==> src/rtl/sample_ram_writer.sv <==
// Producer end of the audio sample RAM: buffers a valid/ready sample stream in a small FIFO and
// writes it to consecutive RAM addresses, announcing every completely written frame.
module sample_ram_writer #(
    parameter int DATA_W     = 16,
    parameter int ADDR_W     = 15,
    parameter int RAM_WORDS  = 32768,
    parameter int BASE_ADDR  = 0,
    parameter int FRAME_LEN  = 16,
    parameter int FIFO_DEPTH = 4
) (
    input  logic              Clk,
    input  logic              Reset_n,
    input  logic              enable,
    input  logic [DATA_W-1:0] sample_in,
    input  logic              sample_valid,
    output logic              sample_ready,
    input  logic              clr_overflow,
    output logic [ADDR_W-1:0] RAM_ADDR,
    output logic [DATA_W-1:0] RAM_IN,
    output logic              RAM_WREN,
    output logic              frame_done,
    output logic [ADDR_W-1:0] frame_base,
    output logic              overflow
);

    localparam int PTR_W  = (FIFO_DEPTH > 1) ? $clog2(FIFO_DEPTH) : 1;
    localparam int CNT_W  = $clog2(FIFO_DEPTH + 1);
    localparam int FCNT_W = $clog2(FRAME_LEN);

    localparam logic [CNT_W-1:0]  DEPTH_C = CNT_W'(FIFO_DEPTH);
    localparam logic [ADDR_W-1:0] BASE_C  = ADDR_W'(BASE_ADDR);
    localparam logic [ADDR_W-1:0] LAST_C  = ADDR_W'(RAM_WORDS - 1);
    localparam logic [FCNT_W-1:0] FLAST_C = FCNT_W'(FRAME_LEN - 1);

    typedef enum logic [1:0] {IDLE, WRITE, ADVANCE} state_t;

    state_t              state_q, state_d;
    logic [DATA_W-1:0]   fifo_mem_q [FIFO_DEPTH];
    logic [DATA_W-1:0]   fifo_mem_d [FIFO_DEPTH];
    logic [PTR_W-1:0]    rd_ptr_q, rd_ptr_d;
    logic [PTR_W-1:0]    wr_ptr_q, wr_ptr_d;
    logic [CNT_W-1:0]    count_q, count_d;
    logic                ready_q, ready_d;
    logic                overflow_q, overflow_d;
    logic [ADDR_W-1:0]   addr_ptr_q, addr_ptr_d;
    logic [FCNT_W-1:0]   frame_cnt_q, frame_cnt_d;
    logic [ADDR_W-1:0]   frame_start_q, frame_start_d;
    logic [ADDR_W-1:0]   ram_addr_q, ram_addr_d;
    logic [DATA_W-1:0]   ram_in_q, ram_in_d;
    logic                ram_wren_q, ram_wren_d;
    logic                frame_done_q, frame_done_d;
    logic [ADDR_W-1:0]   frame_base_q, frame_base_d;
    logic                push, pop, go_write;
    logic [DATA_W-1:0]   head_next;

    always_comb begin
        push = sample_valid & ready_q;
        pop  = (state_q == ADVANCE);

        fifo_mem_d = fifo_mem_q;
        wr_ptr_d   = wr_ptr_q;
        rd_ptr_d   = rd_ptr_q;
        count_d    = count_q;
        if (push) begin
            fifo_mem_d[wr_ptr_q] = sample_in;
            wr_ptr_d             = wr_ptr_q + PTR_W'(1);
        end
        if (pop) begin
            rd_ptr_d = rd_ptr_q + PTR_W'(1);
        end
        if (push && !pop) begin
            count_d = count_q + CNT_W'(1);
        end else if (!push && pop) begin
            count_d = count_q - CNT_W'(1);
        end
        ready_d    = (count_d < DEPTH_C);
        overflow_d = (sample_valid & ~ready_q) | (overflow_q & ~clr_overflow);

        // The next head may be the very sample being pushed on this edge
        head_next = (push && count_d == CNT_W'(1)) ? sample_in : fifo_mem_q[rd_ptr_d];

        state_d       = state_q;
        addr_ptr_d    = addr_ptr_q;
        frame_cnt_d   = frame_cnt_q;
        frame_start_d = frame_start_q;
        ram_addr_d    = ram_addr_q;
        ram_in_d      = ram_in_q;
        ram_wren_d    = 1'b0;
        frame_done_d  = 1'b0;
        frame_base_d  = frame_base_q;
        go_write      = 1'b0;

        case (state_q)
            IDLE: begin
                go_write = (count_q != '0) && enable;
            end
            WRITE: begin
                state_d = ADVANCE;
                if (frame_cnt_q == FLAST_C) begin
                    frame_done_d = 1'b1;
                    frame_base_d = frame_start_q;
                end
            end
            ADVANCE: begin
                addr_ptr_d = (addr_ptr_q == LAST_C) ? BASE_C : addr_ptr_q + ADDR_W'(1);
                if (frame_cnt_q == FLAST_C) begin
                    frame_cnt_d   = '0;
                    frame_start_d = addr_ptr_d;
                end else begin
                    frame_cnt_d = frame_cnt_q + FCNT_W'(1);
                end
                go_write = (count_d != '0) && enable;
                state_d  = IDLE;
            end
            default: state_d = IDLE;
        endcase

        if (go_write) begin
            state_d    = WRITE;
            ram_wren_d = 1'b1;
            ram_addr_d = addr_ptr_d;
            ram_in_d   = head_next;
        end
    end

    always_ff @(posedge Clk or negedge Reset_n) begin
        if (!Reset_n) begin
            state_q       <= IDLE;
            for (int i = 0; i < FIFO_DEPTH; i++) fifo_mem_q[i] <= '0;
            rd_ptr_q      <= '0;
            wr_ptr_q      <= '0;
            count_q       <= '0;
            ready_q       <= 1'b0;
            overflow_q    <= 1'b0;
            addr_ptr_q    <= BASE_C;
            frame_cnt_q   <= '0;
            frame_start_q <= BASE_C;
            ram_addr_q    <= BASE_C;
            ram_in_q      <= '0;
            ram_wren_q    <= 1'b0;
            frame_done_q  <= 1'b0;
            frame_base_q  <= BASE_C;
        end else begin
            state_q       <= state_d;
            fifo_mem_q    <= fifo_mem_d;
            rd_ptr_q      <= rd_ptr_d;
            wr_ptr_q      <= wr_ptr_d;
            count_q       <= count_d;
            ready_q       <= ready_d;
            overflow_q    <= overflow_d;
            addr_ptr_q    <= addr_ptr_d;
            frame_cnt_q   <= frame_cnt_d;
            frame_start_q <= frame_start_d;
            ram_addr_q    <= ram_addr_d;
            ram_in_q      <= ram_in_d;
            ram_wren_q    <= ram_wren_d;
            frame_done_q  <= frame_done_d;
            frame_base_q  <= frame_base_d;
        end
    end

    assign sample_ready = ready_q;
    assign overflow     = overflow_q;
    assign RAM_ADDR     = ram_addr_q;
    assign RAM_IN       = ram_in_q;
    assign RAM_WREN     = ram_wren_q;
    assign frame_done   = frame_done_q;
    assign frame_base   = frame_base_q;

endmodule

==> config.mk <==
export PLATFORM = sky130hd
export DESIGN_NAME = sample_ram_writer
export DESIGN_NICKNAME = d
export VERILOG_FILES = /design/src/rtl/sample_ram_writer.sv
export SDC_FILE = /design/constraint.sdc
export NUM_CORES = 1
export LEC_CHECK = 0
export CORE_MARGIN = 2
export CORE_UTILIZATION = 52
export CTS_CLUSTER_SIZE = 8
export DETAILED_ROUTE_END_ITERATION = 6
export PLACE_DENSITY = 0.73
export SLEW_MARGIN = 10
export SYNTH_ARGS = -nofsm -noshare
export SYNTH_HDL_FRONTEND = slang
export SYNTH_SLANG_ARGS = --single-unit
==> constraint.sdc <==
create_clock -name Clk -period 6.3 [get_ports Clk]
set_input_delay 1.26 -clock Clk [delete_from_list [all_inputs] [get_ports Clk]]
set_output_delay 1.26 -clock Clk [all_outputs]
set_load 0.005 [all_outputs]
==> results of run 1 <==
layer usage:
metal | up-vias | part of all wire
met5 | - | 0
met2 | 130 | 0.51
met1 | 2742 | 0.43
met3 | 31 | 0.034
met4 | 0 | 0.025
li1 | 2590 | -
power breakdown:
group          leakage [nW]  internal (mW)  switching (mW)
logic                  1.56          0.766           0.791
registers              1.98           1.36           0.292
clock network         0.302          0.650           0.404
through the flow:
step | worst slack [ns] | hold slack (ns) | util | cells
finish | 2.71 | 0.483 | 0.625 | 933
global route | 2.56 | 0.511 | 0.625 | 933
CTS | 2.72 | 0.485 | 0.625 | 933
detailed placement | 2.27 | 0.472 | 0.583 | 902
global placement | 2.34 | 0.463 | 0.583 | 902
floorplan | 3.42 | 0.443 | - | 695
state kept, by name, summed over array words and instances (netlist names):
register,cells
RAM_IN,16
addr_ptr_q,15
count_q,3
frame_base,15
state_q,2
overflow,1
fifo_mem_q,64
frame_done,1
RAM_ADDR,15
sample_ready,1
frame_cnt_q,4
RAM_WREN,1
wr_ptr_q,2
rd_ptr_q,2
frame_start_q,15
cells in the mapped netlist, drive strengths merged, types with 2 or more instances:
library cell / count
a211oi: 17
a21boi: 2
a21oi: 23
a221oi: 17
a22o: 2
a31oi: 4
and2: 4
and3: 3
and4: 3
buf: 22
clkbuf: 32
dfrtp: 157
ha: 9
inv: 31
mux2: 94
mux2i: 17
nand2: 41
nand2b: 3
nand3: 16
nand4: 5
nor2: 10
nor2b: 4
nor3: 51
nor3b: 17
o21ai: 52
o31ai: 19
xnor2: 18
xor2: 7
cells by family after synthesis:
kind of cell               share of synthesized area
xor gates and xnor gates                      0.0286
and+or+nand+nor                                0.110
DFF                                            0.514
adders and majority gates                     0.0147
buffers and inverters                         0.0452
AOI/OAI and AO/OA                              0.127
muxes                                          0.161
path summary, 6_finish.rpt:
| check | start | end | slack [ns] | cells after the start |
|---|---|---|---|---|
| worst max-delay path | sample_valid | RAM_ADDR[10] | 2.71 | 7 |
| worst min-delay path | frame_start_q[6] | frame_start_q[6] | 0.48 | 2 |
| worst max register to register | count_q[0] | RAM_ADDR[10] | 3.46 | 8 |
| worst min register to register | frame_start_q[6] | frame_start_q[6] | 0.48 | 2 |
| max in group asynchronous | Reset_n | RAM_ADDR[3] | 4.03 | 2 |
| min in group asynchronous | Reset_n | overflow | 0.89 | 1 |
worst min-delay path, delay by kind of cell (launching register included):
| kind | cells | cell delay (ns) |
|---|---|---|
| AOI/OAI and AO/OA | 1 | 0.06 |
| DFF | 1 | 0.34 |
| and+or+nand+nor | 1 | 0.05 |
layout make-up:
cell class,count,share of cell area
inverter,31,0.0129
tap,184,0.0255
multi-input combinational,453,0.375
clock inverter,11,0.0155
timing repair buffer,77,0.0836
sequential,157,0.436
clock buffer,20,0.0517
==> impl_metrics.py, run 1 <==
metrics = {
    "run_status": {
        "status": "finished clean",
    },
    "min_path": {
        "hp-class": "flip-flop to flip-flop",
    },
    "grt": {
        "grt_overflow_total": 0,
        "gr-usage-met3": 0.0351,
        "grt_pass1_vias": 5632,
        "antenna_found_initial": 0,
        "grt_use_total": 0.219,
        "use_met1": 0.277,
        "grt_util_met2": 0.372,
        "grt_first_pass_wirelength_um": 27700,
        "top_usage_layer": "met2",
        "grt_max_degree": 91,
    },
    "worst_setup_path": {
        "cp.required_ns": 6.61,
        "cp_slowest_cell": "clkdlybuf4s50_1",
        "crit_buf_inv": 2,
        "criticalPathCategory": "input pin to flip-flop",
        "crit_family": "compound AO/OA/AOI/OAI gates",
        "cp_slowest_stage_delay_ns": 0.48,
        "crit_chain": "clkdlybuf4s50_1, and2_1, a211oi_2, o2111ai_4, o31ai_4, buf_4, mux2_1",
        "endpoint_kind": "flip-flop",
        "cp.arrival_ns": 3.89,
        "startpoint_type": "input pin",
        "cp_max_fo": 33,
    },
    "clock_network": {
        "clkSlewWorstSetupHoldPaths_ns": 0.06,
        "ctsHoldBuffers": 0,
        "numCtsBuffers": 17,
        "cts-root-buf": "clkbuf_16",
        "insertion_delay_ns": 0.43,
        "ctsLongestPathBuffers": 2,
        "cts_tree": "yes",
        "clkSinkCount": 157,
        "htree_levels": 4,
        "ctsResizeCount": 0,
        "cts_setup_buffers": 0,
    },
    "power": {
        "pwr_density_cell_mw_per_mm2": 472,
        "ir_worst_vdd_mv": 0.243,
        "p_leak_nw": 3.84,
        "p_total_mw": 4.26,
    },
    "layout": {
        "fillers": 1135,
        "final_net_count": 767,
        "final-seq-area_mm2": 0.00393,
        "multi_input_area_mm2": 0.00338,
        "drive_gt1_frac": 0.176,
        "syn_to_final_growth_pct": 18.0,
        "final_cell_mix": "156 x dfrtp_1, 83 x mux2_2, 69 x clkdlybuf4s50_1",
        "n_antenna_cell": 0,
        "final_common_cell": "dfrtp_1",
        "design_area_mm2": 0.00902,
    },
    "detailed_routing": {
        "viasPerCell": 5.89,
        "ant_nets": 0,
        "wl_per_cell_um": 17.6,
        "drc_errors": 0,
        "totalWireLength_um": 16400,
        "dr.pass1.iters": 4,
        "vias": 5493,
        "drt-initial-drc-count": 415,
    },
    "synth": {
        "ys.flop_type": "dfrtp_1",
        "synth_top_area_frac": 0.514,
        "synth_top_area_cell": "dfrtp_1",
        "synth_cells": 695,
        "synthDistinctLibCells": 49,
        "synth-edff-count": 0,
        "syn_nets": 725,
        "postSynthAreaPerCell_um2": 11.0,
        "synth.area.top_cells": "dfrtp_1 51%, mux2_2 12%, o21ai_0 3.4%",
        "ys_seq_area_frac": 0.514,
        "syn_area_mm2": 0.00765,
        "synth-seq-cells": 157,
        "synth_warnings": 0,
        "async_flop_share": 1.00,
    },
    "placed_design": {
        "io_buffers": 70,
        "dp_hpwl_um": 10400,
        "gp_congestion": 0.832,
        "dpl_cell_area_mm2": 0.00841,
    },
    "die": {
        "die_w_um": 125,
        "floorplan.die_area_mm2": 0.0157,
        "initial_core_util": 0.530,
        "die_y_um": 125,
        "core_mm2": 0.0144,
        "io_pins": 71,
        "rows": 44,
    },
    "timing": {
        "hold_viol_final": 0,
        "finalClockSkew_ns": 0.00599,
        "setup_viol": 0,
        "slew_violations": 0,
        "fmax_mhz": 279,
        "rsz0062_at_grt": "false",
        "fin_setup_tns_ns": 0,
        "fin_crit_ns": 3.59,
        "period_share": 0.570,
        "slew_headroom": 0.366,
        "tightest_slew_ns": 0.949,
    },
    "run": {
        "maxCapViolCount": 0,
    },
}
No activity file was read; power rests on OpenSTA's default activity.
==> run 2: changes to the inputs <==
--- a/config.mk
+++ b/config.mk
@@ -9,7 +9,7 @@
 export CORE_UTILIZATION = 52
 export CTS_CLUSTER_SIZE = 8
 export DETAILED_ROUTE_END_ITERATION = 6
-export PLACE_DENSITY = 0.73
+export PLACE_DENSITY = 0.76
 export SLEW_MARGIN = 10
 export SYNTH_ARGS = -nofsm -noshare
 export SYNTH_HDL_FRONTEND = slang
==> constraint.sdc (replaced) <==
create_clock -name Clk -period 3.05 [get_ports Clk]
set_input_delay 0.61 -clock Clk [delete_from_list [all_inputs] [get_ports Clk]]
set_output_delay 0.61 -clock Clk [all_outputs]
set_load 0.005 [all_outputs]
==> run 2 against run 1 <==
  * Clock-buffer cell count fell by 2
  * Clock skew rose by 0.0019 ns
  * Clock power is 110% higher
  * Worst setup slack worse by 2.2 ns
  * Critical endpoint is now RAM_IN[2]
  * Largest cell class unchanged
  * Largest power group unchanged
  * Highest routed layer unchanged
==> impl_metrics.py, run 2 (synthesis gave the netlist of run 1 again) <==
metrics = {
    "placed_design": {
        "dp_hpwl_um": 10900,
        "dpl_cell_area_mm2": 0.00854,
        "gp_congestion": 0.854,
        "io_buffers": 70,
    },
    "detailed_routing": {
        "vias": 5576,
        "wl_per_cell_um": 17.9,
        "drt-initial-drc-count": 431,
        "viasPerCell": 5.89,
        "ant_nets": 0,
        "drc_errors": 0,
        "totalWireLength_um": 16900,
        "dr.pass1.iters": 4,
    },
    "power": {
        "p_int_mw": 5.86,
        "p_leak_nw": 3.91,
        "p_sw_frac": 0.351,
        "clkPwrFrac": 0.247,
        "comb_power_share": 0.370,
        "netSwitchingPower_mw": 3.17,
        "pwr_density_cell_mw_per_mm2": 984,
        "p_total_mw": 9.03,
        "p_seq_frac": 0.383,
        "ir_worst_vdd_mv": 0.719,
    },
    "layout": {
        "design_area_mm2": 0.00918,
        "regMostFlops": "fifo_mem_q",
        "final_net_count": 779,
        "n_antenna_cell": 0,
        "syn_to_final_growth_pct": 20.0,
        "fillers": 1117,
        "final_common_cell": "dfrtp_1",
        "multi_input_area_mm2": 0.00338,
        "drive_gt1_frac": 0.190,
        "largest_reg_flops": 64,
        "final-seq-area_mm2": 0.00393,
        "final_cell_mix": "156 x dfrtp_1, 83 x mux2_2, 69 x clkdlybuf4s50_1",
    },
    "worst_setup_path": {
        "r2r-start": "count_q[0]",
        "r2r_slack_ns": 0.56,
        "cp.arrival_ns": 2.74,
        "worst-r2r-cell-count": 7,
        "cp_max_fo": 16,
        "r2r-end": "RAM_IN[2]",
        "endpoint": "RAM_IN[2]",
        "critical_path.startpoint": "count_q[0]",
        "criticalPathCategory": "flip-flop to flip-flop",
        "endpoint_kind": "flip-flop",
        "cp.required_ns": 3.30,
        "startpoint_type": "flip-flop",
    },
    "die": {
        "die_y_um": 125,
        "core_mm2": 0.0144,
        "rows": 44,
        "floorplan.die_area_mm2": 0.0157,
        "initial_core_util": 0.530,
        "die_w_um": 125,
        "io_pins": 71,
    },
    "timing": {
        "slew_headroom": 0.548,
        "fmax_mhz": 402,
        "setup_viol": 0,
        "fin_crit_ns": 2.49,
        "period_share": 0.816,
        "finalClockSkew_ns": 0.00791,
        "fin_setup_tns_ns": 0,
        "rsz0062_at_grt": "false",
        "tightest_slew_ns": 0.678,
        "hold_viol_final": 0,
        "slew_violations": 0,
    },
    "grt": {
        "grt_overflow_total": 0,
        "grt_pass1_vias": 5706,
        "grt_max_degree": 66,
        "antenna_found_initial": 0,
        "grt_first_pass_wirelength_um": 28500,
        "grt_use_total": 0.223,
    },
    "clock_network": {
        "cts_setup_buffers": 0,
        "htree_levels": 4,
        "ctsHoldBuffers": 0,
        "cts-root-buf": "clkbuf_16",
        "numCtsBuffers": 17,
        "cts_tree": "yes",
        "ctsResizeCount": 0,
        "ctsLongestPathBuffers": 2,
        "insertion_delay_ns": 0.42,
        "clkSinkCount": 157,
        "clkSlewWorstSetupHoldPaths_ns": 0.06,
    },
    "run_status": {
        "status": "finished clean",
    },
    "run": {
        "maxCapViolCount": 0,
    },
    "min_path": {
        "hp-class": "input pin to async pin",
    },
}
## run 2: area by class of cell
type	count	area share
Inverter	31	0.0127
Timing Repair Buffer	89	0.0961
Clock inverter	14	0.0211
Multi-Input combinational cell	453	0.369
Clock buffer	18	0.0479
Sequential cell	157	0.428
Tap cell	184	0.0251
## run 2: worst max-delay path, stage by stage (launching register included)
cell and delay [ns]:
dfrtp_1 0.46, inv_1 0.10, ha_1 0.33, nor3b_1 0.29, a211oi_2 0.10, o2111ai_4 0.26, o21a_1 0.59, a221oi_1 0.18
## run 2: worst min-delay path by stage
stage / from / to / cells past startpoint
floorplan: Reset_n / RAM_ADDR[0] / 0
global placement: frame_start_q[10] / frame_start_q[10] / 2
detailed placement: frame_start_q[9] / frame_start_q[9] / 2
CTS: Reset_n / frame_start_q[1] / 1
global route: Reset_n / frame_cnt_q[1] / 1
finish: Reset_n / frame_cnt_q[1] / 1
## run 2: metal layers
metal	share of wire	global-route usage
met2	0.52	0.384
met3	0.040	0.0488
met1	0.43	0.282
met4	0.016	0.0725
met5	0	0
## run 2: power by group through the flow
stage | logic (mW) | registers (mW) | clock network (mW)
after floorplan | 2.43 | 3.20 | 0
after CTS | 3.34 | 3.45 | 2.27
after global routing | 3.66 | 3.55 | 2.36
final | 3.34 | 3.46 | 2.23
after detailed placement | 3.30 | 3.47 | 0
after global placement | 3.11 | 3.40 | 0
## run 2: through the flow
stage	std cells	hold slack [ns]	setup slack [ns]	utilization
2_1_floorplan	695	0.314	0.777	-
3_3_place_gp	914	0.462	0.335	0.592
3_5_place_dp	914	0.466	0.248	0.592
4_1_cts	946	0.195	0.556	0.636
5_1_grt	946	0.221	0.412	0.636
6_report	946	0.175	0.560	0.636
